[src/rtl/turn_controller.sv]
// Two-player card duel controller: button edge detection, turn sequencing,
// commit validation, round scoring and end-of-game resolution.
module turn_controller #(
  parameter int WIN_TARGET = 5
) (
  input  logic       clk,
  input  logic       reset_n,
  input  logic       btn_start,
  input  logic       btn_confirm,
  input  logic       btn_abort,
  input  logic [8:0] sel,
  output logic [2:0] state,
  output logic       active_p2,
  output logic [8:0] p1_avail,
  output logic [8:0] p2_avail,
  output logic [3:0] p1_card,
  output logic [3:0] p2_card,
  output logic       lead_black,
  output logic [3:0] round,
  output logic [3:0] p1_wins,
  output logic [3:0] p2_wins,
  output logic [1:0] match_result,
  output logic       game_over,
  output logic [1:0] game_result,
  output logic       sel_error
);

  typedef enum logic [2:0] {
    S_IDLE   = 3'b000,
    S_SHOW   = 3'b001,
    S_LEAD   = 3'b010,
    S_FOLLOW = 3'b011,
    S_MATCH  = 3'b100,
    S_OVER   = 3'b101
  } state_e;

  localparam logic [3:0] WIN_T = 4'(WIN_TARGET);

  state_e     state_q, state_d;
  logic       lead_p2_q, lead_p2_d;
  logic [8:0] p1_av_q, p1_av_d;
  logic [8:0] p2_av_q, p2_av_d;
  logic [3:0] p1_card_q, p1_card_d;
  logic [3:0] p2_card_q, p2_card_d;
  logic [3:0] round_q, round_d;
  logic [3:0] p1_wins_q, p1_wins_d;
  logic [3:0] p2_wins_q, p2_wins_d;
  logic [1:0] match_q, match_d;
  logic [1:0] result_q, result_d;
  logic       sel_err_q, sel_err_d;
  logic       start_q, confirm_q, abort_q;

  logic       ev_abort, ev_confirm, ev_start;
  logic       act_p2;
  logic       commit_ok;
  logic [3:0] sel_val;
  logic [3:0] c1, c2;
  logic       clear;

  function automatic logic [3:0] sat_inc(input logic [3:0] v);
    return (v >= 4'd9) ? v : v + 4'd1;
  endfunction

  // Lower-priority events are masked by any higher one on the same edge
  assign ev_abort   = btn_abort & ~abort_q;
  assign ev_confirm = btn_confirm & ~confirm_q & ~ev_abort;
  assign ev_start   = btn_start & ~start_q & ~ev_abort & ~btn_confirm_ev_raw();

  function automatic logic btn_confirm_ev_raw();
    return btn_confirm & ~confirm_q;
  endfunction

  assign game_over = (round_q == 4'd9) |
                     (p1_wins_q >= WIN_T) |
                     (p2_wins_q >= WIN_T);

  always_comb begin
    act_p2 = 1'b0;
    if (state_q == S_LEAD)   act_p2 = lead_p2_q;
    if (state_q == S_FOLLOW) act_p2 = ~lead_p2_q;
  end

  always_comb begin
    sel_val = 4'd0;
    for (int k = 0; k < 9; k++) begin
      if (sel[k]) sel_val = 4'(k);
    end
  end

  assign commit_ok = $onehot(sel) &&
                     ((sel & (act_p2 ? p2_av_q : p1_av_q)) != 9'd0);

  assign c1 = lead_p2_q ? sel_val : p1_card_q;
  assign c2 = lead_p2_q ? p2_card_q : sel_val;

  always_comb begin
    state_d   = state_q;
    lead_p2_d = lead_p2_q;
    p1_av_d   = p1_av_q;
    p2_av_d   = p2_av_q;
    p1_card_d = p1_card_q;
    p2_card_d = p2_card_q;
    round_d   = round_q;
    p1_wins_d = p1_wins_q;
    p2_wins_d = p2_wins_q;
    match_d   = match_q;
    result_d  = result_q;
    sel_err_d = 1'b0;
    clear     = 1'b0;

    unique case (1'b1)
      ev_abort: begin
        if (state_q != S_IDLE) begin
          clear   = 1'b1;
          state_d = S_IDLE;
        end
      end
      ev_confirm: begin
        unique case (state_q)
          S_SHOW: state_d = S_LEAD;
          S_LEAD, S_FOLLOW: begin
            if (!commit_ok) begin
              sel_err_d = 1'b1;
            end else begin
              if (act_p2) begin
                p2_card_d = sel_val;
                p2_av_d   = p2_av_q & ~sel;
              end else begin
                p1_card_d = sel_val;
                p1_av_d   = p1_av_q & ~sel;
              end
              if (state_q == S_LEAD) begin
                state_d = S_FOLLOW;
              end else begin
                state_d = S_MATCH;
                round_d = sat_inc(round_q);
                if (c1 > c2) begin
                  match_d   = 2'b01;
                  p1_wins_d = sat_inc(p1_wins_q);
                  lead_p2_d = 1'b0;
                end else if (c2 > c1) begin
                  match_d   = 2'b10;
                  p2_wins_d = sat_inc(p2_wins_q);
                  lead_p2_d = 1'b1;
                end else begin
                  match_d   = 2'b11;
                end
              end
            end
          end
          S_MATCH: begin
            if (game_over) begin
              state_d = S_OVER;
              if (p1_wins_q > p2_wins_q)      result_d = 2'b01;
              else if (p2_wins_q > p1_wins_q) result_d = 2'b10;
              else                            result_d = 2'b11;
            end else begin
              state_d = S_SHOW;
            end
          end
          default: ;
        endcase
      end
      ev_start: begin
        if (state_q == S_IDLE) begin
          clear   = 1'b1;
          state_d = S_SHOW;
        end else if (state_q == S_OVER) begin
          clear   = 1'b1;
          state_d = S_IDLE;
        end
      end
      default: ;
    endcase

    if (clear) begin
      lead_p2_d = 1'b0;
      p1_av_d   = 9'h1FF;
      p2_av_d   = 9'h1FF;
      p1_card_d = 4'd0;
      p2_card_d = 4'd0;
      round_d   = 4'd0;
      p1_wins_d = 4'd0;
      p2_wins_d = 4'd0;
      match_d   = 2'b00;
      result_d  = 2'b00;
      sel_err_d = 1'b0;
    end
  end

  always_ff @(posedge clk or negedge reset_n) begin
    if (!reset_n) begin
      state_q   <= S_IDLE;
      lead_p2_q <= 1'b0;
      p1_av_q   <= 9'h1FF;
      p2_av_q   <= 9'h1FF;
      p1_card_q <= 4'd0;
      p2_card_q <= 4'd0;
      round_q   <= 4'd0;
      p1_wins_q <= 4'd0;
      p2_wins_q <= 4'd0;
      match_q   <= 2'b00;
      result_q  <= 2'b00;
      sel_err_q <= 1'b0;
      start_q   <= 1'b0;
      confirm_q <= 1'b0;
      abort_q   <= 1'b0;
    end else begin
      state_q   <= state_d;
      lead_p2_q <= lead_p2_d;
      p1_av_q   <= p1_av_d;
      p2_av_q   <= p2_av_d;
      p1_card_q <= p1_card_d;
      p2_card_q <= p2_card_d;
      round_q   <= round_d;
      p1_wins_q <= p1_wins_d;
      p2_wins_q <= p2_wins_d;
      match_q   <= match_d;
      result_q  <= result_d;
      sel_err_q <= sel_err_d;
      start_q   <= btn_start;
      confirm_q <= btn_confirm;
      abort_q   <= btn_abort;
    end
  end

  assign state        = state_q;
  assign active_p2    = act_p2;
  assign p1_avail     = p1_av_q;
  assign p2_avail     = p2_av_q;
  assign p1_card      = p1_card_q;
  assign p2_card      = p2_card_q;
  assign lead_black   = lead_p2_q ? p2_card_q[0] : p1_card_q[0];
  assign round        = round_q;
  assign p1_wins      = p1_wins_q;
  assign p2_wins      = p2_wins_q;
  assign match_result = match_q;
  assign game_result  = result_q;
  assign sel_error    = sel_err_q;

endmodule

[config.mk]
export PLATFORM = sky130hd
export DESIGN_NAME = turn_controller
export DESIGN_NICKNAME = d
export VERILOG_FILES = /design/src/rtl/turn_controller.sv
export SDC_FILE = /design/constraint.sdc
export NUM_CORES = 1
export LEC_CHECK = 0
export ABC_AREA = 1
export CORE_ASPECT_RATIO = 2
export CORE_UTILIZATION = 47
export DETAILED_ROUTE_END_ITERATION = 10
export HOLD_SLACK_MARGIN = 0.12
export MAX_ROUTING_LAYER = met4
export PLACE_DENSITY = 0.73
export SYNTH_ARGS = -nofsm -noshare
export SYNTH_HDL_FRONTEND = slang
export SYNTH_SLANG_ARGS = --single-unit
[constraint.sdc]
create_clock -name clk -period 2.2 [get_ports clk]
set_clock_uncertainty 0.1 [all_clocks]
set_input_delay 0.66 -clock clk [delete_from_list [all_inputs] [get_ports clk]]
set_output_delay 0.66 -clock clk [all_outputs]
set_load 0.1 [all_outputs]
# Word-level counts from Yosys, hierarchy flattened
# Cells that the tools add are included.
[classes]
div_mod_pow = 0
n_mux = 91
eq_ne = 17
reduce_logical = 24
shifts = 0
order_cmp = 9
bitwise = 18
mul = 0
add_sub_neg = 11
[op_table]
columns = ["cell", "n"]
rows = [
  ["4-bit 2-to-1 mux", 40],
  ["9-bit 2-to-1 mux", 11],
  ["9-bit bitwise AND", 3],
  ["2-bit 2-to-1 mux", 11],
  ["1-bit 2-to-1 mux", 20],
  ["3-bit 2-to-1 mux", 6],
  ["3-bit one-hot mux with 3 select lines", 2],
  ["4-bit > comparator", 4],
  ["2-bit nonzero test", 8],
  ["5-bit AND reduction", 3],
  ["4-bit by 1-bit adder with 4-bit output, second input constant", 3],
  ["4-bit >= comparator, second input constant", 3],
  ["4-bit AND reduction", 3],
  ["2-bit inequality test, second input constant", 5],
  ["9-bit inverter", 1],
  ["3-bit nonzero test", 3],
  ["9-bit nonzero test", 1],
  ["1-bit by 1-bit adder with 2-bit output", 4],
  ["4-bit by 3-bit >= comparator with 1-bit output, second input constant", 2],
  ["7-bit AND reduction", 1],
  ["2-bit by 2-bit adder with 3-bit output", 2],
  ["1-bit bitwise AND", 6],
  ["3-bit by 2-bit equality test with 1-bit output, second input constant", 2],
  ["3-bit equality test, second input constant", 2],
  ["17 further kinds", 24],
]
[word_totals]
elab_cells = 185
register_bits = 50
in_bits = 14
output_inout_bits = 49
mem_count = 0
romBits = 0
latchBits = 0
mem_bits_rw = 0

# Depth between registers and ports, before layout
[depth]
depth_word = 17
depth_mapped = 18
depth_no_buf = 18

# Worst setup path before layout
# Ideal clock, no wire load.
[synth_timing]
path_kind = "reg2reg"
start = "register round_q[0] (netlist: round[0])"
end = "register result_q[0] (netlist: game_result[0])"
arrival_time_ns = 5.722
period_less_slack_ns = 5.964
path_buffers = 0
path_stages_with_launch = 7
path_slack_ns = -3.764
t_required_ns = 1.958
path_cell_list = "dfrtp_1 ha_1 inv_1 o311ai_0 nand3_1 nand3_1 o21ai_0"
[synth_between]
elab_chain_cells = 5
[synth_rtl]
columns = ["item", "line_no", "source"]
rows = [
  ["start: declaration", "45", "logic [3:0] round_q, round_d;"],
  ["start signal: assignment", "215", "round_q <= round_d;"],
  ["4-bit equality test", "73", "assign game_over = (round_q == 4'd9) |"],
  ["1-bit OR", "73", ""],
  ["1-bit OR", "74", "(p1_wins_q >= WIN_T) |"],
  ["via game_over", "23", "output logic game_over,"],
  ["2-bit nonzero test (no line)", "-", ""],
  ["3-bit AND reduction (no line)", "-", ""],
  ["end signal: assignment", "219", "result_q <= result_d;"],
  ["end: declaration", "49", "logic [1:0] result_q, result_d;"],
]
# The timed path passes the listed nets, and every way through them passes these cells.
# A chain may end at the register's enable or synchronous reset.

# Worst setup path in the final report
[layout_timing]
start = "input port sel[1]"
end = "register p1_av_q[6] (netlist: p1_avail[6])"
[layout_between]
elab_chain_cells = 8
word_cells_on_any_way = 10
cone_classes = "add/sub: 4; eq/ne: 1; bitwise: 1; reduce/logical: 4"
[layout_rtl]
columns = ["item", "line_no", "source"]
rows = [
  ["start: declaration", "11", "input logic [8:0] sel,"],
  ["1-bit by 1-bit adder with 2-bit output (not written as such)", "90", "assign commit_ok = $onehot(sel) &&"],
  ["2-bit by 2-bit adder with 3-bit output (not written as such)", "90", ""],
  ["3-bit by 3-bit adder with 4-bit output (not written as such)", "90", ""],
  ["4-bit by 1-bit adder with 4-bit output (not written as such)", "90", ""],
  ["4-bit by 1-bit equality test with 1-bit output", "90", ""],
  ["1-bit logical AND *", "90", ""],
  ["2-bit nonzero test (no line) *", "-", ""],
  ["4-bit AND reduction (no line) *", "-", ""],
  ["end signal: assignment", "211", "p1_av_q <= p1_av_d;"],
  ["end: declaration", "41", "logic [8:0] p1_av_q, p1_av_d;"],
]
# Mark *: on every way between the ends. The rest lies on a longest branch, timed or not.

==> flow_summary.rst <==
.. list-table::
   :header-rows: 1

   * - Metric
     - Value
   * - Last weighted congestion value of the routability-driven placer
     - approximately 0.93
   * - Critical register-to-register path startpoint
     - lead_p2_q$_DFFE_PN0P_
   * - Maximum Capacitance Violations
     - 0
   * - Overall die area
     - 7660 µm²
   * - Master of the slowest instance on the critical path
     - sky130_fd_sc_hd__fa_1
   * - Antenna violation net count after detailed routing
     - 0
   * - Outcome
     - complete, but fails checks
   * - Total iterations of the first detailed-routing run
     - 7
   * - Final cell area excluding filler cells
     - about 6000 µm²
   * - Basic-gate share of the synthesized area counting and, or, nand and nor cells
     - a little under a third
   * - Commonest non-fill, non-tap cell in the layout
     - sky130_fd_sc_hd__nand2_1
   * - Final cell count without fillers
     - 694
   * - Highest-count cells in the layout ignoring fill and taps
     - sky130_fd_sc_hd__nand2_1, sky130_fd_sc_hd__buf_4, sky130_fd_sc_hd__inv_1
   * - Post-synthesis instance total
     - 462
   * - Fraction of final layout cells with drive strength greater than 1
     - 45.7%
   * - Power per cell area
     - approximately 1400 nW/µm²
   * - Post-placement cell count
     - 661
   * - Vias in the first global route
     - slightly above 4000
   * - Post-placement setup slack
     - -2.58 ns
   * - Biggest cell delay along the critical path
     - 0.55 ns
   * - Aggregate routed wire length
     - 14.2 mm
   * - R2r setup slk
     - -0.36 ns
   * - DR vias/cell
     - approximately 5.9
   * - Required time of the critical path
     - 2.34 ns
   * - Combined global-route utilization of all metal layers
     - roughly a third
   * - Aggregate global routing overflow
     - 0
   * - Total of buffers placed on input and output ports
     - 62
   * - Via count of the routed design
     - 4066
   * - Total buffers and inverters traversed by the critical path
     - 4
   * - Failing checks
     - negative setup slack
   * - Area of the placeable core
     - 6990 µm²
   * - Xor/xnor cell area share of the yosys netlist
     - 0.511%
   * - Routed WL per cell
     - 20.4 µm
   * - Mux share of post-synthesis cell area
     - 0%
   * - Family with the most delay on the worst path
     - adder cells
   * - Kind of critical path
     - input pin to register
   * - Cell area reported after detailed placement
     - approximately 5200 µm²
   * - Biggest fanout along the worst timing path
     - 8
   * - Number of top-level pins
     - 63
   * - DRC violation count after routing
     - 0
   * - Endpoint of the worst-slack reg-to-reg timing path
     - p2_wins[1]$_DFFE_PN0P_
   * - Worst-path cell chain
     - buf_8 -> inv_4 -> fa_1 -> fa_1 -> fa_1 -> fa_2 -> fa_2 -> o211ai_1 -> a21oi_2 -> buf_4 -> nand2_4 -> nor2_4 -> buf_6 -> nand2_8 -> nand2_8 -> nand2_1 -> nand2_1
   * - Clock tree from TritonCTS
     - yes
   * - Netlist area before placement
     - around 3400 µm²
   * - Type of the worst min-delay path
     - input pin to async pin
   * - Worst-path clk slew
     - 0.08 ns
   * - Register-to-Register Path Depth
     - 15
   * - Static power due to leakage
     - 2.91 nW
   * - Number of antenna diodes
     - 0
   * - Dominant synthesized flop cell
     - sky130_fd_sc_hd__dfrtp_1
   * - CP startpoint kind
     - input pin
   * - Async set or reset register ratio after synthesis
     - 100%
   * - Worst Setup End Kind
     - register
   * - Synth Area in Adders
     - 9.85%
   * - Max H-tree Level
     - 2
   * - Clock latency on the worst-skew pair
     - about 0.31 ns
   * - Fin crit share
     - 185%
   * - Syn_area_per_cell
     - 7.42 µm²
   * - Number of antenna violations at the first check in global routing
     - 0
   * - Headroom to the max-slew limit
     - about half
   * - Clock sink total
     - 50
   * - Transition at the pin with the smallest max-transition slack
     - 0.720 ns
   * - Number of violations reported at the end of detailed-routing iteration 0
     - roughly 370
   * - Clk Tree Root Cell
     - sky130_fd_sc_hd__clkbuf_16
   * - TritonCTS buffer count
     - 5
   * - Achievable Freq
     - 245 MHz
   * - Area growth syn-to-layout
     - 74.2%
   * - Die width
     - 62.4 µm
   * - Final Hold Viols
     - 0
   * - Number of synthesis warnings
     - 0
   * - CTS Hold Buffers Added
     - 0
   * - Maximum number of buffers from clock root to sink
     - 2
   * - Row count
     - 43
   * - Final Setup Violations
     - 48
   * - Synth Net Count
     - 500
   * - Sequential element share of the synthesized area
     - 37.1%
   * - Global-route wire length before repair
     - approximately 19 mm
   * - Number of enable-type register cells in the synthesized netlist
     - 0
   * - Worst vdd rail ir drop
     - 0.00136 V
   * - Worst setup margin
     - -1.88 ns
   * - Worst hold slack
     - 0.222 ns
   * - Crit path top cell by count
     - sky130_fd_sc_hd__fa_1
   * - Clock period minus final worst setup slack
     - 4.08 ns
   * - Timing startpoint of the critical path
     - sel[1]
   * - # nets final
     - 641
   * - Count of final max-slew check failures
     - 0
   * - Arrival time reported for the critical path endpoint
     - 4.22 ns
   * - Half-perimeter wire length after placement
     - 7.81 mm
   * - Setup repair after global routing missed its margin
     - true
   * - Initial Util
     - 49.0%
   * - Core Util, Final
     - 85.4%
   * - Die outline height
     - 123 µm
   * - Largest net degree at the start of global routing
     - 51
   * - Main combinational cell family by area after synthesis
     - simple AND/OR/NAND/NOR gates
   * - Count of different cell masters after synthesis
     - 33
   * - Compound-Gate Fraction of Synth Area
     - 10.1%
   * - Number of flip-flops and latches in the synthesized netlist
     - 50
-- repair_timing --
action / in CTS / in global routing
cloned: 5 / 0
setup endpoints to repair: 50 / 50
buffers inserted: 13 / 7
resized for setup: 71 / 58
pin swaps: 30 / 33
-- report_power, final --
group | internal (mW) | switching (mW) | total, mW
Sequential | 1.24 | 0.346 | 1.58
Clock | 0.429 | 0.401 | 0.830
Combinational | 2.10 | 3.58 | 5.68
-- worst max-delay path by stage --
stage / to / slack (ns) / cells after the start
6_report: p1_avail[6]$_DFFE_PN1P_ / -1.88 / 17
5_1_grt: p1_avail[6]$_DFFE_PN1P_ / -2.00 / 17
4_1_cts: p1_avail[1]$_DFFE_PN1P_ / -1.83 / 16
3_5_place_dp: p1_avail[1]$_DFFE_PN1P_ / -2.58 / 15
3_3_place_gp: p2_avail[6]$_DFFE_PN1P_ / -2.50 / 15
2_1_floorplan: p2_card[1]$_DFFE_PN0P_ / -1.86 / 14
-- registers in the layout, indices dropped and copies added (netlist names) --
| signal | cells |
|---|---|
| abort_q | 1 |
| confirm_q | 1 |
| game_result | 2 |
| lead_p2_q | 1 |
| match_result | 2 |
| p1_avail | 9 |
| p1_card | 4 |
| p1_wins | 4 |
| p2_avail | 9 |
| p2_card | 4 |
| p2_wins | 4 |
| round | 4 |
| sel_error | 1 |
| start_q | 1 |
| state | 3 |
-- per-stage QoR --
stage | setup TNS, ns | power, mW
global route | -84.28 | 8.43
finish | -78.80 | 8.09
detailed placement | -114.01 | 6.34
global placement | -110.47 | 6.24
floorplan | -79.49 | 4.50
CTS | -80.95 | 7.60
-- synthesized netlist by cell type (2+ instances only) --
| cell type | instances | area, µm² |
|---|---|---|
| sky130_fd_sc_hd__a21oi_1 | 16 | 80.1 |
| sky130_fd_sc_hd__a31oi_1 | 4 | 25.0 |
| sky130_fd_sc_hd__buf_2 | 3 | 15.0 |
| sky130_fd_sc_hd__buf_4 | 5 | 37.5 |
| sky130_fd_sc_hd__buf_6 | 2 | 22.5 |
| sky130_fd_sc_hd__clkbuf_1 | 2 | 7.51 |
| sky130_fd_sc_hd__dfrtp_1 | 32 | 801 |
| sky130_fd_sc_hd__dfstp_2 | 18 | 473 |
| sky130_fd_sc_hd__fa_1 | 5 | 100 |
| sky130_fd_sc_hd__ha_1 | 19 | 238 |
| sky130_fd_sc_hd__inv_1 | 69 | 259 |
| sky130_fd_sc_hd__inv_2 | 5 | 18.8 |
| sky130_fd_sc_hd__nand2_1 | 126 | 473 |
| sky130_fd_sc_hd__nand2_2 | 3 | 18.8 |
| sky130_fd_sc_hd__nand2_4 | 5 | 56.3 |
| sky130_fd_sc_hd__nand3_1 | 52 | 260 |
| sky130_fd_sc_hd__nand3_2 | 5 | 50.1 |
| sky130_fd_sc_hd__nand4_1 | 4 | 25.0 |
| sky130_fd_sc_hd__nor2_1 | 30 | 113 |
| sky130_fd_sc_hd__nor2_2 | 2 | 12.5 |
| sky130_fd_sc_hd__nor3_1 | 3 | 15.0 |
| sky130_fd_sc_hd__o21ai_0 | 36 | 180 |
| sky130_fd_sc_hd__o31ai_1 | 4 | 30.0 |
| sky130_fd_sc_hd__or2_2 | 2 | 12.5 |
| sky130_fd_sc_hd__xnor2_1 | 2 | 17.5 |
-- final cells by class --
| cell class | instances | area [µm²] |
|---|---|---|
| timing repair buffer | 143 | 1870 |
| clock buffer | 5 | 125 |
| timing repair inverter | 1 | 7.51 |
| inverter | 74 | 319 |
| tap | 90 | 113 |
| sequential | 50 | 1310 |
| multi-input combinational | 328 | 2210 |
| clock inverter | 3 | 25.0 |
| fill | 338 | 1020 |
-- per-layer routing --
metal	vias up	routed length, µm	global-route usage [%]
met4	0	1260	30.4
li1	1762	-	-
met2	285	7510	62.0
met5	-	0	-
met1	1912	4470	29.7
met3	107	919	4.83
-- cells by family after synthesis --
logic type,after synthesis
compound gates,64
xor+xnor,2
fa+ha+maj,24
buf+inv,86
flops,50
simple gates,236
(Power assumes the default switching activity.)
